===== config.mk =====
export PLATFORM = sky130hd
export DESIGN_NAME = spi_slave
export DESIGN_NICKNAME = d
export VERILOG_FILES = /design/src/rtl/spi_slave.sv
export SDC_FILE = /design/constraint.sdc
export NUM_CORES = 1
export LEC_CHECK = 0
export CORE_MARGIN = 3
export CORE_UTILIZATION = 49
export CTS_CLUSTER_SIZE = 14
export DETAILED_ROUTE_END_ITERATION = 8
export PLACE_DENSITY = 0.75
export RECOVER_POWER = 25
export SETUP_SLACK_MARGIN = 0.2
export SYNTH_ARGS = -nofsm -noshare
export SYNTH_HDL_FRONTEND = slang
export SYNTH_SLANG_ARGS = --single-unit

===== constraint.sdc =====
create_clock -name clk -period 1.6 [get_ports clk]
set_input_delay 0.24 -clock clk [delete_from_list [all_inputs] [get_ports clk]]
set_output_delay 0.24 -clock clk [all_outputs]
set_load 0.1 [all_outputs]

===== src/rtl/spi_slave.sv =====
// SPI mode 3 slave (SCK idles high, drive on fall, sample on rise), oversampled in the clk domain.
// Exchanges one WIDTH-bit word per ss-low frame, LSB- or MSB-first as selected by mlb.
module spi_slave #(
  parameter int WIDTH       = 10,
  parameter int SYNC_STAGES = 2
) (
  input  logic             clk,
  input  logic             rstb,
  input  logic             mlb,
  input  logic [WIDTH-1:0] tdat,
  input  logic             ss,
  input  logic             sck,
  input  logic             din,
  output logic             dout,
  output logic             done,
  output logic [WIDTH-1:0] rdata,
  output logic             busy,
  output logic             abort
);
  localparam int CW = $clog2(WIDTH + 1);

  typedef enum logic [1:0] {IDLE = 2'd0, ACTIVE = 2'd1, FINISH = 2'd2} state_t;

  state_t                 state_q, state_d;
  logic [SYNC_STAGES-1:0] ss_sync_q, ss_sync_d;
  logic [SYNC_STAGES-1:0] sck_sync_q, sck_sync_d;
  logic [SYNC_STAGES-1:0] din_sync_q, din_sync_d;
  logic                   ss_prev_q, ss_prev_d;
  logic                   sck_prev_q, sck_prev_d;
  logic [CW-1:0]          cnt_q, cnt_d;
  logic [WIDTH-1:0]       treg_q, treg_d;
  logic [WIDTH-1:0]       rreg_q, rreg_d;
  logic [WIDTH-1:0]       rdata_q, rdata_d;
  logic                   dout_q, dout_d;
  logic                   done_q, done_d;
  logic                   busy_q, busy_d;
  logic                   abort_q, abort_d;

  logic             ss_s, sck_s, din_s;
  logic             rise_s, fall_s, ss_fall_s, last_bit_s;
  logic [CW-1:0]    cnt_inc_s;
  logic [WIDTH-1:0] rreg_shift_s, treg_shift_s;

  assign ss_s  = ss_sync_q[SYNC_STAGES-1];
  assign sck_s = sck_sync_q[SYNC_STAGES-1];
  assign din_s = din_sync_q[SYNC_STAGES-1];

  assign rise_s     = ~sck_prev_q & sck_s;
  assign fall_s     = sck_prev_q & ~sck_s;
  assign ss_fall_s  = ss_prev_q & ~ss_s;
  assign cnt_inc_s  = cnt_q + CW'(1);
  assign last_bit_s = rise_s && (cnt_inc_s == CW'(WIDTH));

  assign rreg_shift_s = mlb ? {rreg_q[WIDTH-2:0], din_s} : {din_s, rreg_q[WIDTH-1:1]};
  assign treg_shift_s = mlb ? {treg_q[WIDTH-2:0], 1'b1}  : {1'b1, treg_q[WIDTH-1:1]};

  always_comb begin
    ss_sync_d  = {ss_sync_q[SYNC_STAGES-2:0], ss};
    sck_sync_d = {sck_sync_q[SYNC_STAGES-2:0], sck};
    din_sync_d = {din_sync_q[SYNC_STAGES-2:0], din};
    ss_prev_d  = ss_s;
    sck_prev_d = sck_s;
    state_d    = state_q;
    cnt_d      = cnt_q;
    treg_d     = treg_q;
    rreg_d     = rreg_q;
    rdata_d    = rdata_q;
    dout_d     = dout_q;
    busy_d     = busy_q;
    done_d     = 1'b0;
    abort_d    = 1'b0;

    case (state_q)
      IDLE: begin
        dout_d = 1'b1;
        if (ss_fall_s) begin
          treg_d  = tdat;
          cnt_d   = {CW{1'b0}};
          busy_d  = 1'b1;
          state_d = ACTIVE;
        end else begin
          busy_d = 1'b0;
        end
      end
      ACTIVE: begin
        // Completion outranks a simultaneous deselect, so it is tested first.
        if (last_bit_s) begin
          rreg_d  = rreg_shift_s;
          rdata_d = rreg_shift_s;
          cnt_d   = cnt_inc_s;
          done_d  = 1'b1;
          dout_d  = 1'b1;
          if (ss_s) begin
            busy_d  = 1'b0;
            state_d = IDLE;
          end else begin
            state_d = FINISH;
          end
        end else if (ss_s) begin
          abort_d = 1'b1;
          dout_d  = 1'b1;
          busy_d  = 1'b0;
          state_d = IDLE;
        end else if (rise_s) begin
          rreg_d = rreg_shift_s;
          cnt_d  = cnt_inc_s;
        end else if (fall_s) begin
          if (cnt_q == {CW{1'b0}}) begin
            dout_d = mlb ? treg_q[WIDTH-1] : treg_q[0];
          end else begin
            treg_d = treg_shift_s;
            dout_d = mlb ? treg_shift_s[WIDTH-1] : treg_shift_s[0];
          end
        end else begin
          cnt_d = cnt_q;
        end
      end
      FINISH: begin
        dout_d = 1'b1;
        if (ss_s) begin
          busy_d  = 1'b0;
          state_d = IDLE;
        end else begin
          state_d = FINISH;
        end
      end
      default: begin
        dout_d  = 1'b1;
        busy_d  = 1'b0;
        state_d = IDLE;
      end
    endcase
  end

  // Synchronizers preset to the idle line levels so reset release creates no false edges.
  always_ff @(posedge clk or negedge rstb) begin
    if (!rstb) begin
      ss_sync_q  <= {SYNC_STAGES{1'b1}};
      sck_sync_q <= {SYNC_STAGES{1'b1}};
      din_sync_q <= {SYNC_STAGES{1'b1}};
      ss_prev_q  <= 1'b1;
      sck_prev_q <= 1'b1;
      state_q    <= IDLE;
      cnt_q      <= {CW{1'b0}};
      treg_q     <= {WIDTH{1'b1}};
      rreg_q     <= {WIDTH{1'b1}};
      rdata_q    <= {WIDTH{1'b0}};
      dout_q     <= 1'b1;
      done_q     <= 1'b0;
      busy_q     <= 1'b0;
      abort_q    <= 1'b0;
    end else begin
      ss_sync_q  <= ss_sync_d;
      sck_sync_q <= sck_sync_d;
      din_sync_q <= din_sync_d;
      ss_prev_q  <= ss_prev_d;
      sck_prev_q <= sck_prev_d;
      state_q    <= state_d;
      cnt_q      <= cnt_d;
      treg_q     <= treg_d;
      rreg_q     <= rreg_d;
      rdata_q    <= rdata_d;
      dout_q     <= dout_d;
      done_q     <= done_d;
      busy_q     <= busy_d;
      abort_q    <= abort_d;
    end
  end

  assign dout  = dout_q;
  assign done  = done_q;
  assign rdata = rdata_q;
  assign busy  = busy_q;
  assign abort = abort_q;
endmodule


== Yosys cells after proc, flatten, opt, wreduce, memory -nomap -nowiden ==
Cells that the tools add are included.

* $add $sub $neg: 1
* Equal/unequal tests: 16
* Muxes and demuxes: 38
* Bitwise gates (word level): 6
* Reductions and logical operators: 12

{| class="wikitable"
|+ Operator list
! cell !! count
|-
| two-way mux 10 bit || 11
|-
| case mux 10 bit (2 select lines) || 1
|-
| two-way mux 4 bit || 4
|-
| two-way mux 1 bit || 15
|-
| inequality test 2 bit (second input constant) || 6
|-
| inequality test 3 bit (second input constant) || 3
|-
| two-way mux 2 bit || 4
|-
| inequality test 4 bit (second input constant) || 2
|-
| case mux 4 bit (2 select lines) || 1
|-
| AND reduction 7 bit || 1
|-
| case mux 2 bit (3 select lines) || 1
|-
| AND reduction 2 bit || 3
|-
| adder 4 x 1 -> 4 bit (second input constant) || 1
|-
| == test 4 bit (second input constant) || 1
|-
| zero test 4 bit || 1
|-
| inequality test 2 x 1 -> 1 bit (second input constant) || 2
|-
| AND reduction 4 bit || 1
|-
| nonzero test 2 bit || 2
|-
| AND 1 bit || 3
|-
| inverter 1 bit || 3
|-
| AND reduction 3 bit || 1
|-
| == test 2 x 1 -> 1 bit (second input constant) || 1
|-
| == test 2 bit (second input constant) || 1
|-
| zero test 2 bit || 1
|-
| other kinds (3) || 3
|}

* Register bits: 48
* Bits of input ports: 16
* Output and inout bits: 14
* Word-level logic and storage cells: 87

== Logic depth before layout (Yosys ltp) ==
* Depth after elaboration: 8
* Gate-level depth with buffers: 8
* Gate-level depth less buffers: 7

== Least setup slack after synthesis ==
Ideal clock, no wire load.

* Path type: register to register
* Start point: reg cnt_q[0]
* End point: reg rreg_q[0]
* Library setup time: 0.069 ns
* Data arrival time: 1.634 ns
* Data required time: 1.531 ns
* Path slack: -0.103 ns
* Stages on the path, launching flop included: 7
* Buffers on the path: 1
* Period minus slack after synthesis: 1.703 ns
* Cell sequence: dfrtp_1 -> ha_1 -> xnor2_1 -> nand3_2 -> a221o_1 -> buf_4 -> o21ai_2

* Cells in the longest elaborated chain, start to end: 5
* Elaborated cells on any way between the ends: 7
* Classes of those cells: add/sub: 1; eq/ne: 2; mux: 1; reduce/logical: 3

{| class="wikitable"
|+ RTL lines
! item !! RTL line !! text
|-
| start, declared || 30 || <nowiki>logic [CW-1:0] cnt_q, cnt_d;</nowiki>
|-
| start signal, assigned || 144 || <nowiki>cnt_q <= {CW{1'b0}};</nowiki>
|-
| start signal, assigned || 159 || <nowiki>cnt_q <= cnt_d;</nowiki>
|-
| adder 4 x 1 -> 4 bit * || 51 || <nowiki>assign cnt_inc_s = cnt_q + CW'(1);</nowiki>
|-
| == test 4 bit * || 52 || <nowiki>assign last_bit_s = rise_s && (cnt_inc_s == CW'(WIDTH));</nowiki>
|-
| logical AND 1 bit * || 52 ||
|-
| inequality test 2 x 1 -> 1 bit (no line) or nonzero test 2 bit (tied branches) || - ||
|-
| AND reduction 3 bit (no line) || - ||
|-
| end signal, assigned || 146 || <nowiki>rreg_q <= {WIDTH{1'b1}};</nowiki>
|-
| end signal, assigned || 161 || <nowiki>rreg_q <= rreg_d;</nowiki>
|-
| end, declared || 32 || <nowiki>logic [WIDTH-1:0] rreg_q, rreg_d;</nowiki>
|}

Every way passes the cells marked *; elsewhere a longest branch is shown, timed or not.
A chain may end at the register's enable or synchronous reset.

== Final worst setup path ==
* Start point: reg cnt_q[1]
* End point: reg cnt_q[2]

* Cells in the longest elaborated chain, start to end: 5
* Elaborated cells on any way between the ends: 10
* Classes of those cells: add/sub: 1; eq/ne: 3; mux: 4; reduce/logical: 2

{| class="wikitable"
|+ RTL lines
! item !! RTL line
|-
| adder 4 x 1 -> 4 bit * || 51
|-
| == test 4 bit or two-way mux 4 bit (tied branches) || 52, 104
|-
| logical AND 1 bit or two-way mux 4 bit (tied branches) || 52, 99
|-
| inequality test 3 bit (no line) or two-way mux 4 bit (tied branches) || -
|-
| AND reduction 4 bit (no line) or case mux 4 bit (2 select lines) (tied branches) || -
|}

Every way passes the cells marked *; elsewhere a longest branch is shown, timed or not. The select of a mux whose other input is x is not followed.

==> results.ini <==
[drt]
ant_nets=0
vias_per_cell=5.39
drc_errors=0
first_iter_violations=185
routed_wl_um=5280
vias=1795
dr.pass1.iters=4
avgRoutedWirePerCell_um=15.9

[clock_network]
clk_pin_slew_ns=0.08
clockRootBuffer=clkbuf_8
cts-buffers-inserted=5
cts.sinks=48
clk_latency_ns=0.30
cts_tree=yes
cts_max_level=2
cts_buffer_depth=2

[power]
p_int_uw=2970
swShare_pct=37.0
power_frac_clock_pct=14.6
p_leak_uw=0.00145
p_sw_uw=1740
peakVddDrop_v=0.000771
p_per_area_nw_per_um2=1360
comb_power_share_pct=42.4
pwr-share-seq_pct=43.0

[setup_path]
cp.buffers_inverters=1
crit_chain=ha_2, xnor2_2, nand3_4, buf_6, o21ai_4, nand2_1, a311o_1
end_kind=register
startpoint_type=register
critPathKind=register to register
max_stage_delay_ns=0.43
critPathRequiredTime_ns=1.79
cp_max_fo=4
crit_family=compound AO/OA/AOI/OAI gates
slowest_stage=dfrtp_1
worstPathArrival_ns=1.97

[run]
cap_violations=0

[placement]
dpl.hpwl_um=3450
gp_congestion=0.849
port-buffer-count=29
placed_cell_area_um2=3070
place_inst=316
pre_cts_slack_ns=-0.220

[global_route]
grt_max_degree=22
antenna_found_initial=0
grt.overflow.total=0
grt_first_pass_wirelength_um=8370
grt.total_usage_pct=20.0
grt_pass1_vias=1780

[layout]
antennaDiodeCount=0
layout.cells.non_filler=333
area_delta_synth_final_pct=50.3
final_area_um2=3480
mostFrequentLayoutCells=28 x dfstp_2, 22 x buf_12, 21 x mux2i_1, 21 x nand2_1, 20 x buf_4
nets=303
mostFrequentLayoutCell=dfstp_2
drive_gt1_share_pct=50.9

[timing]
fin_ws_ns=-0.180
final_hold_viol_count=0
finalCriticalPeriod_ns=1.78
rsz0062_at_grt=true
setup_viol=37
worst_slew_pin_slew_ns=0.549
finalMaxSlewViolations=0
min_period_over_period_pct=111
relSlewSlack_pct=63.4
clock.fmax_mhz=562
finalClockSkew_ns=0.00865

[logic_synthesis]
synth_warnings=0
syn_nets=244
ys_top_cells_by_area=dfstp_2 33%, dfrtp_1 21%, mux2i_1 9.1%, a21oi_1 5.2%, nand2_1 4.5%
ys_ff_latch=48
ys.flop_type=dfstp_2
yosysUniqueCellTypes=35
async_flop_share_pct=100
synth_area_um2=2310
seq_area_frac_synth_pct=53.5
synth-edff-count=0
synth_top_area_share_pct=32.9
synth_top_area_cell=dfstp_2
syn_avg_cell_area_um2=10.5
synth_cells=221

[outcome]
outcome=finished, violations left
violations=setup timing

[die]
die-height_um=74.7
dieArea_um2=5580
num_rows=24
die_w_um=74.7
core_area_um2=4440
num_io_pins=30
initial_utilization_pct=52.1

[min_path]
hp-class=register to register

==> per-stage QoR <==
| stage | TNS (ns) | total power [uW] | hold slack (ns) | utilization [%] |
|---|---|---|---|---|
| CTS | -2.60 | 4540 | 0.330 | 74.7 |
| floorplan | -0.0344 | 3140 | -0.0556 | - |
| finish | -3.33 | 4720 | 0.359 | 78.3 |
| global placement | -1.99 | 3650 | 0.223 | 69.0 |
| global route | -6.32 | 5020 | 0.364 | 78.3 |
| detailed placement | -2.79 | 3720 | 0.228 | 69.0 |
==> cells by family (layout without fill, tap and decap cells) <==
| logic type | count (synthesis) | count (layout) | share of synthesized area (%) |
|---|---|---|---|
| AOI/OAI and AO/OA | 60 | 60 | 16.2 |
| adders and majority gates | 7 | 7 | 3.78 |
| buffers and inverters | 17 | 77 | 3.19 |
| xor gates and xnor gates | 2 | 2 | 0.757 |
| and+or+nand+nor | 65 | 65 | 12.6 |
| muxes | 22 | 22 | 10.1 |
| DFF | 48 | 48 | 53.5 |
==> Yosys cell counts (2+ instances only) <==
| cell | count |
|---|---|
| nor3b_1 | 2 |
| o21ai_0 | 15 |
| dfstp_2 | 29 |
| nor2b_1 | 2 |
| nand2_1 | 28 |
| inv_1 | 6 |
| dfrtp_1 | 19 |
| buf_2 | 5 |
| o21ai_2 | 11 |
| nor2_1 | 23 |
| ha_1 | 7 |
| clkbuf_1 | 5 |
| nand2b_1 | 3 |
| mux2i_1 | 21 |
| a21oi_1 | 24 |
| nand3_2 | 2 |
==> final timing paths <==
check	start	endpoint	slack (ns)	cells after the start
setup / recovery	cnt_q[1]$_DFFE_PN0P_	cnt_q[2]$_DFFE_PN0P_	-0.18	7
hold / removal	din_sync_q[0]$_DFF_PN1_	din_sync_q[1]$_DFF_PN1_	0.36	0
setup reg to reg	cnt_q[1]$_DFFE_PN0P_	cnt_q[2]$_DFFE_PN0P_	-0.18	7
hold reg to reg	din_sync_q[0]$_DFF_PN1_	din_sync_q[1]$_DFF_PN1_	0.36	0
max in group asynchronous	rstb	rreg_q[5]$_DFFE_PN1P_	0.52	3
min in group asynchronous	rstb	cnt_q[3]$_DFFE_PN0P_	0.46	2
==> flip-flops by register name (all words and copies together), names as in the netlist, 2 cells and up <==
register    count
rdata          10
rreg_q         10
treg_q         10
cnt_q           4
din_sync_q      2
sck_sync_q      2
ss_sync_q       2
state_q         2
==> worst reg2reg max path, delay by kind of cell (launching register included) <==
| family | cells | cell delay [ns] |
|---|---|---|
| fa+ha+maj | 1 | 0.23 |
| flops | 1 | 0.43 |
| simple gates | 2 | 0.21 |
| xor+xnor | 1 | 0.17 |
| compound gates | 2 | 0.48 |
| buf+inv | 1 | 0.15 |
==> layer usage <==
metal | global-route usage, % | wire length (um) | vias to the layer above
met5 | 0 | 0 | -
met4 | 6.92 | 85 | 0
met3 | 5.07 | 221 | 9
met2 | 31.0 | 2550 | 42
met1 | 27.6 | 2420 | 861
li1 | - | - | 883
==> power by group through the flow <==
stage | sequential (uW) | combinational, uW | clock, uW
2_1_floorplan | 2040 | 1100 | 0
3_3_place_gp | 1990 | 1660 | 0
3_5_place_dp | 2010 | 1710 | 0
4_1_cts | 2000 | 1820 | 715
5_1_grt | 2070 | 2180 | 768
6_report | 2030 | 2000 | 689
==> cell type report <==
class	count	area, um^2
well taps	52	65.1
fillers	268	965
clock buffers	7	76.3
flip-flops and latches	48	1240
multi-input cells	156	1270
repair buffers	63	798
clock inverters	1	5.00
inverters	6	22.5
==> timing repair <==
| action | CTS | global route |
|---|---|---|
| cloned | 2 | 0 |
| resized for setup | 30 | 38 |
| endpoints found under the hold margin | 4 | 0 |
| hold buffers | 1 | 0 |
| pin swaps | 4 | 8 |
| buffers inserted | 4 | 2 |
| endpoints found under the setup margin | 38 | 39 |
Power figures use the tool's default switching activity.
